## src/rtl/axi_wr_burst_ctrl.sv

```systemverilog
// Drains a first-word-fall-through write buffer into AXI4 write bursts, one burst outstanding.
// Full bursts launch at BURST_LEN words; flush drains whatever is left as a shorter burst.
module axi_wr_burst_ctrl #(
  parameter int DWIDTH    = 32,
  parameter int AWIDTH    = 32,
  parameter int BUFSIZE   = 6,
  parameter int BURST_LEN = 16
) (
  input  logic              clk,
  input  logic              rst,
  input  logic [AWIDTH-1:0] cfg_base,
  input  logic              cfg_start,
  input  logic              cfg_stop,
  input  logic              flush,
  input  logic              buf_we,
  input  logic              buf_isfull,
  input  logic              buf_isempty,
  input  logic [DWIDTH-1:0] buf_rdata,
  output logic              buf_re,
  output logic [AWIDTH-1:0] awaddr,
  output logic [7:0]        awlen,
  output logic              awvalid,
  input  logic              awready,
  output logic [DWIDTH-1:0] wdata,
  output logic              wlast,
  output logic              wvalid,
  input  logic              wready,
  input  logic [1:0]        bresp,
  input  logic              bvalid,
  output logic              bready,
  output logic              busy,
  output logic              err,
  output logic [BUFSIZE:0]  occ
);

  localparam int               BYTES     = DWIDTH / 8;
  localparam logic [BUFSIZE:0] BURST_OCC = (BUFSIZE+1)'(BURST_LEN);
  localparam logic [BUFSIZE:0] OCC_ONE   = (BUFSIZE+1)'(1);
  localparam logic [BUFSIZE:0] OCC_ZERO  = (BUFSIZE+1)'(0);
  localparam logic [7:0]       FULL_LEN  = 8'(BURST_LEN - 1);

  typedef enum logic [1:0] {
    IDLE = 2'd0,
    ADDR = 2'd1,
    DATA = 2'd2,
    RESP = 2'd3
  } state_t;

  state_t            state_r, state_nx_s;
  logic              enable_r, stop_pend_r, err_r, awvalid_r, bready_r;
  logic [AWIDTH-1:0] awaddr_r, step_bytes_s;
  logic [7:0]        awlen_r, beat_r, len_s;
  logic [BUFSIZE:0]  occ_r;
  logic              push_s, pop_s, launch_s;
  logic              wvalid_s, wlast_s, buf_re_s;
  logic              aw_hs_s, w_hs_s, b_hs_s;

  assign wvalid_s     = (state_r == DATA) && !buf_isempty;
  assign wlast_s      = (state_r == DATA) && (beat_r == awlen_r);
  assign w_hs_s       = wvalid_s && wready;
  assign buf_re_s     = w_hs_s;
  assign aw_hs_s      = awvalid_r && awready;
  assign b_hs_s       = bready_r && bvalid;
  assign push_s       = buf_we && !buf_isfull;
  assign pop_s        = buf_re_s && !buf_isempty;
  assign launch_s     = enable_r && ((occ_r >= BURST_OCC) || (flush && (occ_r != OCC_ZERO)));
  assign step_bytes_s = (AWIDTH'(awlen_r) + AWIDTH'(1'b1)) * AWIDTH'(BYTES);

  // Burst length committed at launch: a full burst, or everything currently held.
  always_comb begin
    len_s = FULL_LEN;
    if (occ_r >= BURST_OCC) begin
      len_s = FULL_LEN;
    end else begin
      len_s = 8'(occ_r - OCC_ONE);
    end
  end

  // Next-state decode.
  always_comb begin
    state_nx_s = state_r;
    case (state_r)
      IDLE:    if (launch_s)            state_nx_s = ADDR; else state_nx_s = IDLE;
      ADDR:    if (aw_hs_s)             state_nx_s = DATA; else state_nx_s = ADDR;
      DATA:    if (w_hs_s && wlast_s)   state_nx_s = RESP; else state_nx_s = DATA;
      RESP:    if (b_hs_s)              state_nx_s = IDLE; else state_nx_s = RESP;
      default:                          state_nx_s = IDLE;
    endcase
  end

  // State register.
  always_ff @(posedge clk) begin
    if (rst) begin
      state_r <= IDLE;
    end else begin
      state_r <= state_nx_s;
    end
  end

  // Occupancy shadow of the buffer; a simultaneous push and pop cancel.
  always_ff @(posedge clk) begin
    if (rst) begin
      occ_r <= OCC_ZERO;
    end else begin
      case ({push_s, pop_s})
        2'b10:   occ_r <= occ_r + OCC_ONE;
        2'b01:   occ_r <= occ_r - OCC_ONE;
        default: occ_r <= occ_r;
      endcase
    end
  end

  // Enable, deferred stop and sticky error; a stop seen mid-burst lands on the B handshake.
  always_ff @(posedge clk) begin
    if (rst) begin
      enable_r    <= 1'b0;
      stop_pend_r <= 1'b0;
      err_r       <= 1'b0;
    end else begin
      if (state_r == IDLE) begin
        stop_pend_r <= 1'b0;
        if (cfg_start) begin
          enable_r <= 1'b1;
        end else if (cfg_stop) begin
          enable_r <= 1'b0;
        end
      end else if (b_hs_s) begin
        stop_pend_r <= 1'b0;
        if (stop_pend_r || cfg_stop) begin
          enable_r <= 1'b0;
        end
      end else if (cfg_stop) begin
        stop_pend_r <= 1'b1;
      end
      if (b_hs_s && (bresp != 2'b00)) begin
        err_r <= 1'b1;
      end
    end
  end

  // Burst address, length, beat count and AW/B handshake registers.
  always_ff @(posedge clk) begin
    if (rst) begin
      awaddr_r  <= '0;
      awlen_r   <= 8'd0;
      awvalid_r <= 1'b0;
      bready_r  <= 1'b0;
      beat_r    <= 8'd0;
    end else begin
      case (state_r)
        IDLE: begin
          if (cfg_start) awaddr_r <= cfg_base;
          if (launch_s) begin
            awlen_r   <= len_s;
            awvalid_r <= 1'b1;
          end
        end
        ADDR: begin
          beat_r <= 8'd0;
          if (aw_hs_s) awvalid_r <= 1'b0;
        end
        DATA: begin
          if (w_hs_s) begin
            beat_r <= beat_r + 8'd1;
            if (wlast_s) bready_r <= 1'b1;
          end
        end
        RESP: begin
          if (b_hs_s) begin
            bready_r <= 1'b0;
            awaddr_r <= awaddr_r + step_bytes_s;
          end
        end
        default: begin
          awvalid_r <= 1'b0;
          bready_r  <= 1'b0;
        end
      endcase
    end
  end

  assign buf_re  = buf_re_s;
  assign awaddr  = awaddr_r;
  assign awlen   = awlen_r;
  assign awvalid = awvalid_r;
  assign wdata   = buf_rdata;
  assign wlast   = wlast_s;
  assign wvalid  = wvalid_s;
  assign bready  = bready_r;
  assign busy    = (state_r != IDLE);
  assign err     = err_r;
  assign occ     = occ_r;

endmodule

```

## config.mk

```make
export PLATFORM = sky130hd
export DESIGN_NAME = axi_wr_burst_ctrl
export DESIGN_NICKNAME = d
export VERILOG_FILES = /design/src/rtl/axi_wr_burst_ctrl.sv
export SDC_FILE = /design/constraint.sdc
export NUM_CORES = 1
export LEC_CHECK = 0
export ABC_AREA = 1
export CORE_MARGIN = 1
export CORE_UTILIZATION = 42
export CTS_CLUSTER_SIZE = 20
export DETAILED_ROUTE_END_ITERATION = 8
export GPL_TIMING_DRIVEN = 0
export PLACE_DENSITY_LB_ADDON = 0.05
export SYNTH_ARGS = -nofsm -noshare
export SYNTH_HDL_FRONTEND = slang
export SYNTH_SLANG_ARGS = --single-unit
```

## constraint.sdc

```tcl
create_clock -name clk -period 2.2 [get_ports clk]
set_input_delay 0.44 -clock clk [delete_from_list [all_inputs] [get_ports clk]]
set_output_delay 0.44 -clock clk [all_outputs]
set_load 0.02 [all_outputs]
```

# Yosys cells after proc, flatten, opt, wreduce, memory -nomap -nowiden
# Cells that the tools add are included.
# W data, S select, Z words.
word_totals:
  ff_bits: 62
  inputBits: 77
  output_inout_bits: 86
  elab_cells: 87
classes:
  addsub: 6
  n_lt_le_gt_ge: 1
  eq_ne: 13
  muxes: 24
  reduce_logical: 33
ops:
  columns: ["op", "count"]
  rows:
  - ["$mux W32", 2]
  - ["$pmux W32 S2", 1]
  - ["$add A32 B11 Y32", 1]
  - ["$reduce_bool A2 Y1", 9]
  - ["$mux W8", 2]
  - ["$pmux W8 S2", 1]
  - ["$pmux W7 S2", 1]
  - ["$mux W1", 12]
  - ["$ne A2 B2 Y1 const B", 6]
  - ["$logic_and A1 B1 Y1", 11]
  - ["$add A8 B1 Y9 const B", 1]
  - ["$reduce_and A3 Y1", 3]
  - ["$add A8 B1 Y8 const B", 1]
  - ["$eq A8 B8 Y1", 1]
  - ["$pmux W2 S4", 1]
  - ["$sub A7 B1 Y8 const B", 1]
  - ["$add A7 B1 Y7 const B", 1]
  - ["$ge A7 B5 Y1 const B", 1]
  - ["$reduce_bool A7 Y1", 1]
  - ["$sub A7 B1 Y7 const B", 1]
  - ["$eq A2 B2 Y1 const B", 3]
  - ["$eq A2 B1 Y1 const B", 2]
  - ["$mux W2", 2]
  - ["$pmux W1 S2", 2]
  - ["7 further kinds", 10]

# Longest topological paths before layout
# Gate-level depths: netlist of run 1.
depth:
  depth_word: 6
  depth_mapped: 18
  mapped_depth_nobuf: 18

# Worst setup path before layout of run 1
# OpenSTA, ideal clock, no wires.
synth_timing:
  path_kind: "register to register"
  startpoint: "register awlen_r[1], in the netlist awlen[1]"
  endpoint: "register awaddr_r[31], in the netlist awaddr[31]"
  setup_ns: 0.131
  arrival_ns: 2.434
  t_required_ns: 2.069
  path_slack_ns: -0.364
  path_stages_with_launch: 18
  n_path_buf: 0
  period_less_slack_ns: 2.564
  path_cell_list: "dfxtp_1 ha_1 nand3_1 nor3b_1 xor2_1 inv_1 ha_1 nand2_1 nand2_1 inv_1 o21bai_1 nand2_1 nand2_2 nand2_1 nand2_1 nand3_1 nand2_1 a21oi_2"
synth_via:
  elab_chain_cells: 4
synth_rtl:
  columns: ["item", "line_no", "rtl"]
  rows:
  - ["start: declaration", "52", "logic [7:0] awlen_r, beat_r, len_s;"]
  - ["start signal: assignment", "154", "awlen_r <= len_s;"]
  - ["$add A8 B1 Y9", "67", "assign step_bytes_s = (AWIDTH'(awlen_r) + AWIDTH'(1'b1)) * AWIDTH'(BYTES);"]
  - ["$add A32 B11 Y32", "171", "awaddr_r <= awaddr_r + step_bytes_s;"]
  - ["$mux W32", "169", "if (b_hs_s) begin"]
  - ["$pmux W32 S2", "150", "case (state_r)"]
  - ["end signal: assignment", "152", "if (cfg_start) awaddr_r <= cfg_base;"]
  - ["end signal: assignment", "171", null]
  - ["end: declaration", "51", "logic [AWIDTH-1:0] awaddr_r, step_bytes_s;"]
# Every way passes these cells. The select of a mux whose other input is x is not followed.
# A chain may end at the register's enable or synchronous reset.

# Worst setup path after layout of run 1
layout_timing:
  startpoint: "register awlen_r[1], in the netlist awlen[1]"
  endpoint: "register awaddr_r[26], in the netlist awaddr[26]"
# The elaborated chain is that of the path after synthesis.

==> impl_metrics.py, run 1 <==
metrics = {
    "run_status": {
        "status": "finished, violations left",
        "violations": "setup timing",
    },
    "global_route": {
        "grt_max_degree": 12,
        "grt_pass1_wl_um": 23300,
        "grt_antenna_before_repair": 0,
        "grt_overflow_total": 0,
        "grt_usage_pct": 25.7,
        "grt_pass1_vias": 5102,
    },
    "sta": {
        "finalSetupViolations": 23,
        "worst_pin_slew_ns": 0.761,
        "slew_violations": 0,
        "period_share_pct": 112,
        "fin_skew_ns": 0.0151,
        "max_freq_mhz": 407,
        "finalCriticalPeriod_ns": 2.46,
        "fin_ws_ns": -0.255,
        "final_hold_viol_count": 0,
        "hold_ws_ns": 0.394,
        "slew_headroom_pct": 49.3,
        "rsz0062_at_grt": "yes",
    },
    "routing": {
        "routed_via_density": 5.08,
        "via_count": 5296,
        "avgRoutedWirePerCell_um": 14.4,
        "drc": 0,
        "first_iter_violations": 219,
        "antenna_left": 0,
        "drtPass1Iterations": 4,
        "wl_um": 15100,
    },
    "hold_path": {
        "hold_depth": 4,
        "min_to": "occ[2]",
        "hold_class": "input port to flop",
        "worstHoldStart": "rst",
    },
    "placement": {
        "dp_hpwl_um": 10900,
        "dp_cells": 1000,
        "routabilityCongestion": 0.902,
        "port_buffers": 129,
    },
    "synth": {
        "synth_top_cell_area_share_pct": 26.5,
        "synth_edf_count": 0,
        "yosysTopAreaCell": "dfxtp_1",
        "syn-instance-count": 731,
        "yosysUniqueCellTypes": 37,
        "synthArstFlopShare_pct": 0,
        "ys_warn_count": 0,
        "synth_area_leaders": "dfxtp_1 26%, nand2_1 15%, inv_1 6.9%",
        "syn_area_sq_um": 4690,
        "seq_area_frac_synth_pct": 26.5,
        "syn_nets": 829,
        "syn_avg_cell_area_sq_um": 6.42,
        "ys_ff_latch": 62,
        "synthFlopType": "dfxtp_1",
    },
    "setup_path": {
        "worst_path_max_delay_cell": "dfxtp_4",
        "path_buf_inv": 0,
        "rrSetupSlack_ns": -0.26,
        "timing.rr.start": "awlen[1]",
        "worst_ep_arrival_time_ns": 2.75,
        "crit_path_end_kind": "flop",
        "setup.worst_path.start_class": "flop",
        "r2r_end": "awaddr[26]",
        "crit_type": "flop to flop",
        "path_cells": "ha_4, nand3_4, nor3b_4, nand2_1, nor2_4, ha_4, nand2_2, nor2_1, nand3_2, nand3_4, nand2_2, o21ai_0, a21oi_1, nor2_1",
        "crit_path_max_incr_delay_ns": 0.39,
        "critical-path-top-delay-family": "simple AND/OR/NAND/NOR gates",
        "cp.required_ns": 2.49,
        "r2r.worst_path.cells": 14,
        "worstPathMaxFanout": 8,
    },
    "clocking": {
        "cts.reportedPaths.clkPinSlew_ns": 0.08,
        "clkSinkCount": 62,
        "cts_root_buf": "clkbuf_8",
        "clk_latency_ns": 0.35,
        "cts_max_level": 3,
        "cts_tree": "done",
        "cts_buffers": 9,
        "clock_path_buffers": 2,
    },
    "floorplan": {
        "core_sq_um": 10800,
        "fp.dieH_um": 108,
        "die_w_um": 108,
        "dieArea_sq_um": 11600,
        "core.rowCount": 38,
        "start_util_pct": 43.3,
        "ioPinCount": 163,
    },
    "power_and_ir_drop": {
        "switching_share_pct": 33.5,
        "switching_power_mw": 1.10,
        "seqPwrFrac_pct": 39.1,
        "p_comb_share_pct": 30.0,
        "p_int_mw": 2.18,
        "p_leak_nw": 3.16,
        "power_mw": 3.28,
        "pwr-share-clk_pct": 30.9,
        "ir_drop_v": 0.000257,
        "power.density_nw_per_um2": 464,
    },
    "layout": {
        "final_cell_mix": "152 x nand2_1, 124 x clkdlybuf4s50_1, 77 x inv_1",
        "register_area_sq_um": 1260,
        "fin_cells": 1043,
        "syn2layout_area_growth_pct": 50.9,
        "finish.utilization_pct": 65.3,
        "multi_input_area_sq_um": 3230,
        "drive_above_1_share_pct": 24.8,
        "final_common_cell": "nand2_1",
        "nets": 996,
        "fillers": 977,
        "num_antenna_cells": 0,
    },
    "run": {
        "drv_cap": 0,
    },
}
-- state kept, by name, summed over array words and instances (netlist names) --
signal and cells:
awaddr 32, awlen 8, beat_r 8, occ 7
state_r 2, awvalid 1, bready 1, enable_r 1
err 1, stop_pend_r 1
-- synthesized netlist by cell type (5+ instances only) --
cell type,count
nand3b_1,5
xor2_1,15
nand2_1,190
a21oi_1,61
xnor2_1,8
o21ai_0,36
nand2_2,7
nor3_1,11
buf_4,33
dfxtp_1,62
o21ai_1,5
clkbuf_1,10
nor2_1,69
nand3_1,50
inv_1,86
a21oi_2,5
nor2_2,7
nand4_1,7
buf_2,5
inv_2,6
ha_1,19
-- cell type report --
type | instances | share of cell area [%]
clock buffer | 9 | 1.75
tap | 140 | 2.47
clock inverter | 7 | 0.919
sequential | 62 | 17.8
buffer | 52 | 5.16
multi-input combinational | 525 | 45.6
inverter | 92 | 4.91
timing repair buffer | 156 | 21.4
-- metrics by stage --
step | setup slack [ns] | TNS (ns) | area, sq um
after floorplan | -0.0586 | -0.141 | 4770
after global placement | -0.444 | -6.45 | 6240
after detailed placement | -0.563 | -7.31 | 6240
after CTS | -0.189 | -1.80 | 6830
after global routing | -0.389 | -7.18 | 7080
final | -0.255 | -3.31 | 7080
-- worst max-delay path by stage --
stage	from	to	slack [ns]	cells past startpoint
3_3_place_gp	buf_isempty	occ[6]	-0.44	16
6_report	awlen[1]	awaddr[26]	-0.26	14
3_5_place_dp	buf_isempty	occ[6]	-0.56	16
5_1_grt	awlen[1]	awaddr[31]	-0.39	17
4_1_cts	awlen[1]	awaddr[31]	-0.19	17
2_1_floorplan	awlen[0]	awaddr[31]	-0.06	17
-- metal layers --
layer | track usage, % | wire length (um)
met2 | 44.6 | 7430
met3 | 4.24 | 897
met1 | 30.3 | 6230
met5 | 0 | 0
met4 | 12.7 | 499
-- timing repair --
| item | in CTS | in global routing |
|---|---|---|
| setup endpoints to repair | 27 | 29 |
| hold endpoints to repair | 0 | 0 |
| pin swaps | 30 | 38 |
| gates resized for setup | 76 | 57 |
| hold buffers | 0 | 0 |
| buffers inserted | 20 | 8 |
-- logic make-up after synthesis --
kind of cell               Yosys count  synth area share (%)
and+or+nand+nor                    365                  35.3
buffers and inverters              144                  14.9
AOI/OAI and AO/OA                  116                  13.1
DFF                                 62                  26.5
xor gates and xnor gates            23                  4.29
adders and majority gates           21                  5.92
-- worst reg2reg max path, cell delays in order (launching register included) --
cell and delay [ns]:
dfxtp_4 0.39, ha_4 0.15, nand3_4 0.07, nor3b_4 0.22
nand2_1 0.11, nor2_4 0.13, ha_4 0.20, nand2_2 0.10
nor2_1 0.25, nand3_2 0.15, nand3_4 0.18, nand2_2 0.08
o21ai_0 0.18, a21oi_1 0.09, nor2_1 0.08
-- power groups by stage --
stage / Combinational [mW] / Sequential [mW] / Clock [mW]
final: 0.984 / 1.29 / 1.02
after global routing: 1.06 / 1.30 / 1.09
after CTS: 0.954 / 1.28 / 1.02
after detailed placement: 0.885 / 1.31 / 0
after global placement: 0.874 / 1.31 / 0
after floorplan: 0.451 / 1.36 / 0
(Power assumes the default switching activity.)
==> run 2: changes to the inputs <==
==> constraint.sdc (replaced) <==
create_clock -name clk -period 3.1 [get_ports clk]
set_input_delay 0.62 -clock clk [delete_from_list [all_inputs] [get_ports clk]]
set_output_delay 0.62 -clock clk [all_outputs]
set_load 0.02 [all_outputs]
==> impl_metrics.py, run 2 (same netlist as run 1, synthesis figures left out) <==
metrics = {
    "sta": {
        "slew_headroom_pct": 52.5,
        "period_share_pct": 90.5,
        "rsz0062_at_grt": "no",
        "final_hold_viol_count": 0,
        "fin_skew_ns": 0.00855,
        "max_freq_mhz": 356,
        "hold_ws_ns": 0.468,
        "finalSetupViolations": 0,
        "slew_violations": 0,
        "worst_pin_slew_ns": 0.713,
        "finalCriticalPeriod_ns": 2.81,
    },
    "routing": {
        "first_iter_violations": 288,
        "antenna_left": 0,
        "drtPass1Iterations": 4,
        "routed_via_density": 4.95,
        "wl_um": 13700,
        "via_count": 5021,
        "avgRoutedWirePerCell_um": 13.5,
        "drc": 0,
    },
    "clocking": {
        "cts_max_level": 3,
        "clk_latency_ns": 0.35,
        "clock_path_buffers": 2,
        "cts_buffers": 9,
        "cts.reportedPaths.clkPinSlew_ns": 0.08,
        "cts_root_buf": "clkbuf_8",
        "cts_tree": "done",
        "clkSinkCount": 62,
    },
    "setup_path": {
        "timing.rr.start": "awlen[1]",
        "r2r.worst_path.cells": 15,
        "r2r_end": "awaddr[13]",
        "path_common_cell": "nand2_1",
        "crit_end": "occ[6]",
        "cp.required_ns": 3.31,
        "rrSetupSlack_ns": 0.35,
        "crit_path_end_kind": "flop",
        "path_cells": "clkdlybuf4s50_1, nor2_4, nand2_4, inv_1, ha_1, inv_1, fa_1, nand3b_1, nand2_1, nand2_1, a21oi_1, nor2_1, nand2_1, nand2_1, nand2_1, a21oi_1",
        "crit_type": "input port to flop",
        "worstPathMaxFanout": 7,
        "setup.worst_path.start_class": "input port",
        "worst_path_max_delay_cell": "clkdlybuf4s50_1",
        "crit_path_max_incr_delay_ns": 0.44,
        "critical_path.startpoint": "buf_isempty",
        "worst_ep_arrival_time_ns": 3.02,
    },
    "floorplan": {
        "core.rowCount": 38,
        "ioPinCount": 163,
        "core_sq_um": 10800,
        "dieArea_sq_um": 11600,
        "fp.dieH_um": 108,
        "die_w_um": 108,
        "start_util_pct": 43.3,
    },
    "layout": {
        "final_common_cell": "nand2_1",
        "nets": 968,
        "finish.utilization_pct": 58.8,
        "drive_above_1_share_pct": 11.3,
        "syn2layout_area_growth_pct": 35.8,
        "num_antenna_cells": 0,
        "largest_reg_flops": 32,
        "final_cell_mix": "190 x nand2_1, 129 x clkdlybuf4s50_1, 86 x inv_1",
    },
    "global_route": {
        "met2_usage_pct": 40.9,
        "grt_antenna_before_repair": 0,
        "grt_usage_pct": 24.2,
        "grt_max_degree": 12,
        "use_met3_pct": 3.45,
        "grt_overflow_total": 0,
        "grt-busiest-layer": "met2",
        "grt_pass1_vias": 4727,
        "grt_pass1_wl_um": 22000,
        "met1_usage_pct": 30.5,
    },
    "power_and_ir_drop": {
        "switching_share_pct": 31.9,
        "p_int_mw": 1.59,
        "p_comb_share_pct": 26.5,
        "p_leak_nw": 2.83,
        "ir_drop_v": 0.000256,
        "switching_power_mw": 0.747,
        "pwr-share-clk_pct": 34.4,
        "power.density_nw_per_um2": 367,
        "seqPwrFrac_pct": 39.0,
    },
    "placement": {
        "port_buffers": 129,
        "dp_hpwl_um": 10800,
        "routabilityCongestion": 0.975,
    },
    "run_status": {
        "status": "finished, final reports clean",
    },
    "hold_path": {
        "hold_class": "flop to flop",
    },
    "run": {
        "drv_cap": 0,
    },
}
[run 2: cell count changes in the layout (fill, tap and decap cells not counted), sizes merged]
| cell | change |
|---|---|
| dlygate4sd2 | -2 |
| clkinv | -5 |
| dlymetal6s2s | -2 |
| buf | -28 |
| clkinvlp | +3 |
| clkdlybuf4s50 | +5 |
| bufinv | +1 |
| clkbuf | -1 |
[run 2: repair_timing]
action                                  CTS  global route
hold buffers                              0             0
setup buffers                             0             0
hold endpoints to repair                  0             0
gates resized for setup                   0             1
endpoints found under the setup margin    0             5
[run 2: worst min path at each step]
stage,endpoint,depth (start not counted),start
global placement,err,2,err
global route,awaddr[1],2,awaddr[1]
floorplan,beat_r[0],1,beat_r[0]
CTS,err,2,err
finish,err,2,err
detailed placement,err,2,err
[run 2: area by class of cell]
type                       count  area (sq um)
fill                        1076          4470
sequential                    62          1240
clock buffer                   9           124
clock inverter                 6          87.6
tap                          140           175
timing repair buffer         129          1290
buffer                        51           352
multi-input combinational    525          2760
inverter                      92           345
[run 2: per-stage QoR]
stage	cells	setup TNS (ns)	instance area (sq um)	setup WS [ns]	power, mW
floorplan	731	0	4690	0.536	1.28
global placement	1000	0	6160	0.0122	1.54
detailed placement	1000	-0.0536	6160	-0.0536	1.55
CTS	1015	0	6370	0.262	2.35
global route	1014	0	6370	0.00576	2.44
finish	1014	0	6370	0.293	2.34
[run 2: metal layers]
metal  vias up  routed length [um]  part of all wire, %
met5         -                   0                    0
met4         0                 276                  2.0
met3        21                 829                  6.0
met2       173                6400                   47
met1      2243                6230                   45
li1       2584                   -                    -
[run 2: power by group through the flow]
stage          Clock [mW]  Sequential [mW]  Combinational (mW)
3_3_place_gp            0            0.926               0.612
4_1_cts             0.812            0.909               0.625
2_1_floorplan           0            0.964               0.314
6_report            0.805            0.912               0.620
3_5_place_dp            0            0.928               0.623
5_1_grt             0.843            0.920               0.675
[run 2: critical path, delay by kind of cell]
family,cells,cell delay (ns)
AO/OA/AOI/OAI,2,0.24
adder cells (fa/ha/maj),2,0.72
buffers and inverters,3,0.62
AND/OR/NAND/NOR,9,0.82
==> run 3: changes to the inputs <==
--- a/config.mk
+++ b/config.mk
@@ -6,8 +6,8 @@
 export NUM_CORES = 1
 export LEC_CHECK = 0
 export ABC_AREA = 1
-export CORE_MARGIN = 1
-export CORE_UTILIZATION = 42
+export CORE_MARGIN = 2
+export CORE_UTILIZATION = 50
 export CTS_CLUSTER_SIZE = 20
 export DETAILED_ROUTE_END_ITERATION = 8
 export GPL_TIMING_DRIVEN = 0
==> impl_metrics.py, run 3 (same netlist as run 1, synthesis figures left out) <==
metrics = {
    "global_route": {
        "grt_max_degree": 13,
        "grt_overflow_total": 0,
        "grt_pass1_vias": 4818,
        "grt_usage_pct": 27.8,
        "grt_antenna_before_repair": 0,
        "grt_pass1_wl_um": 22400,
    },
    "setup_path": {
        "timing.rr.start": "awlen[1]",
        "r2r.worst_path.cells": 17,
        "crit_path_max_incr_delay_ns": 0.44,
        "critical_path.startpoint": "buf_isempty",
        "crit_end": "occ[6]",
        "r2r_end": "awaddr[26]",
        "worst_path_max_delay_cell": "clkdlybuf4s50_1",
        "crit_path_end_kind": "flop",
        "path_cells": "clkdlybuf4s50_1, nor2_4, nand2_4, inv_1, ha_1, inv_1, fa_1, nand3b_1, nand2_1, nand2_1, a21oi_1, nor2_1, nand2_1, nand2_1, nand2_1, a21oi_1",
        "worst_ep_arrival_time_ns": 3.07,
        "cp.required_ns": 3.30,
        "crit_type": "input port to flop",
        "path_common_cell": "nand2_1",
        "worstPathMaxFanout": 7,
        "rrSetupSlack_ns": 0.34,
        "setup.worst_path.start_class": "input port",
    },
    "layout": {
        "fin_cells": 986,
        "largest_reg_flops": 32,
        "register_area_sq_um": 1240,
        "syn2layout_area_growth_pct": 35.4,
        "finish.utilization_pct": 69.4,
        "drive_above_1_share_pct": 11.4,
        "final_common_cell": "nand2_1",
        "fillers": 799,
        "nets": 968,
        "num_antenna_cells": 0,
        "multi_input_area_sq_um": 2760,
        "final_cell_mix": "190 x nand2_1, 129 x clkdlybuf4s50_1, 86 x inv_1",
    },
    "routing": {
        "avgRoutedWirePerCell_um": 14.6,
        "via_count": 5217,
        "first_iter_violations": 254,
        "drtPass1Iterations": 5,
        "antenna_left": 0,
        "wl_um": 14400,
        "drc": 0,
        "routed_via_density": 5.29,
    },
    "hold_path": {
        "hold_class": "flop to flop",
    },
    "power_and_ir_drop": {
        "ir_drop_v": 0.000246,
        "p_leak_nw": 2.84,
        "power.density_nw_per_um2": 377,
        "power_mw": 2.39,
    },
    "floorplan": {
        "core.rowCount": 35,
        "start_util_pct": 51.3,
        "die_w_um": 101,
        "dieArea_sq_um": 10200,
        "fp.dieH_um": 101,
        "core_sq_um": 9150,
        "ioPinCount": 163,
    },
    "clocking": {
        "cts_buffers": 9,
        "cts_max_level": 3,
        "clk_latency_ns": 0.35,
        "cts_root_buf": "clkbuf_8",
        "cts.reportedPaths.clkPinSlew_ns": 0.08,
        "clkSinkCount": 62,
        "clock_path_buffers": 2,
        "cts_tree": "done",
        "cts_hold_buf": 0,
    },
    "run_status": {
        "status": "finished, final reports clean",
    },
    "placement": {
        "post-place-ws_ns": -0.0761,
        "port_buffers": 129,
        "routabilityCongestion": 0.928,
        "dp_cells": 971,
        "dp_hpwl_um": 11100,
    },
    "run": {
        "drv_cap": 0,
    },
    "sta": {
        "worst_pin_slew_ns": 0.765,
        "final_hold_viol_count": 0,
        "max_freq_mhz": 350,
        "slew_violations": 0,
        "slew_headroom_pct": 49.0,
        "finalCriticalPeriod_ns": 2.86,
        "fin_skew_ns": 0.0115,
        "period_share_pct": 92.3,
        "finalSetupViolations": 0,
        "fin_ws_ns": 0.239,
        "rsz0062_at_grt": "no",
    },
}
## run 3: cell types whose count changed in the layout (fill, tap and decap cells not counted), sizes merged
| cell | change |
|---|---|
| clkinvlp | -1 |
| clkinv | -1 |
| inv | +2 |
| clkbuf | +1 |
## run 3: routing by layer
layer  vias up  part of all wire [%]  track usage [%]
li1       2586                     -                -
met1      2326                    41             35.1
met2       269                    48             48.0
met3        36                   7.7             3.33
met4         0                   2.9             11.1
met5         -                     0                0
## run 3: worst min-delay path by stage
| stage | start | endpoint | slack, ns | depth (start not counted) |
|---|---|---|---|---|
| after floorplan | beat_r[0] | beat_r[0] | 0.46 | 1 |
| after global placement | err | err | 0.44 | 2 |
| after detailed placement | err | err | 0.46 | 2 |
| after CTS | err | err | 0.48 | 2 |
| after global routing | err | err | 0.51 | 2 |
| final | err | err | 0.47 | 2 |
## run 3: through the flow
stage | area [sq um] | hold slack, ns | setup TNS [ns]
global route | 6350 | 0.512 | 0
CTS | 6350 | 0.476 | 0
finish | 6350 | 0.473 | 0
floorplan | 4690 | 0.459 | 0
detailed placement | 6120 | 0.463 | -0.0761
global placement | 6120 | 0.441 | 0
## run 3: cell type report
type | count | share of cell area (%)
buffer | 51 | 5.53
clock buffer | 10 | 2.17
clock inverter | 6 | 1.46
inverter | 92 | 5.44
multi-input combinational | 525 | 43.4
sequential | 62 | 19.5
tap | 111 | 2.19
timing repair buffer | 129 | 20.3
## run 3: power breakdown
part,leakage [nW],switching (mW),internal [mW]
clock network,0.110,0.375,0.480
registers,0.508,0.0672,0.844
logic,2.23,0.328,0.300
## run 3: timing repair
item	4_1_cts	5_1_grt
setup buffers	0	0
setup endpoints to repair	0	16
resized for setup	0	1
## run 3: critical path: cells and delay by family
kind	cells	cell delay (ns)
adders and majority gates	2	0.75
and+or+nand+nor	9	0.84
AOI/OAI and AO/OA	2	0.24
buffers and inverters	3	0.61
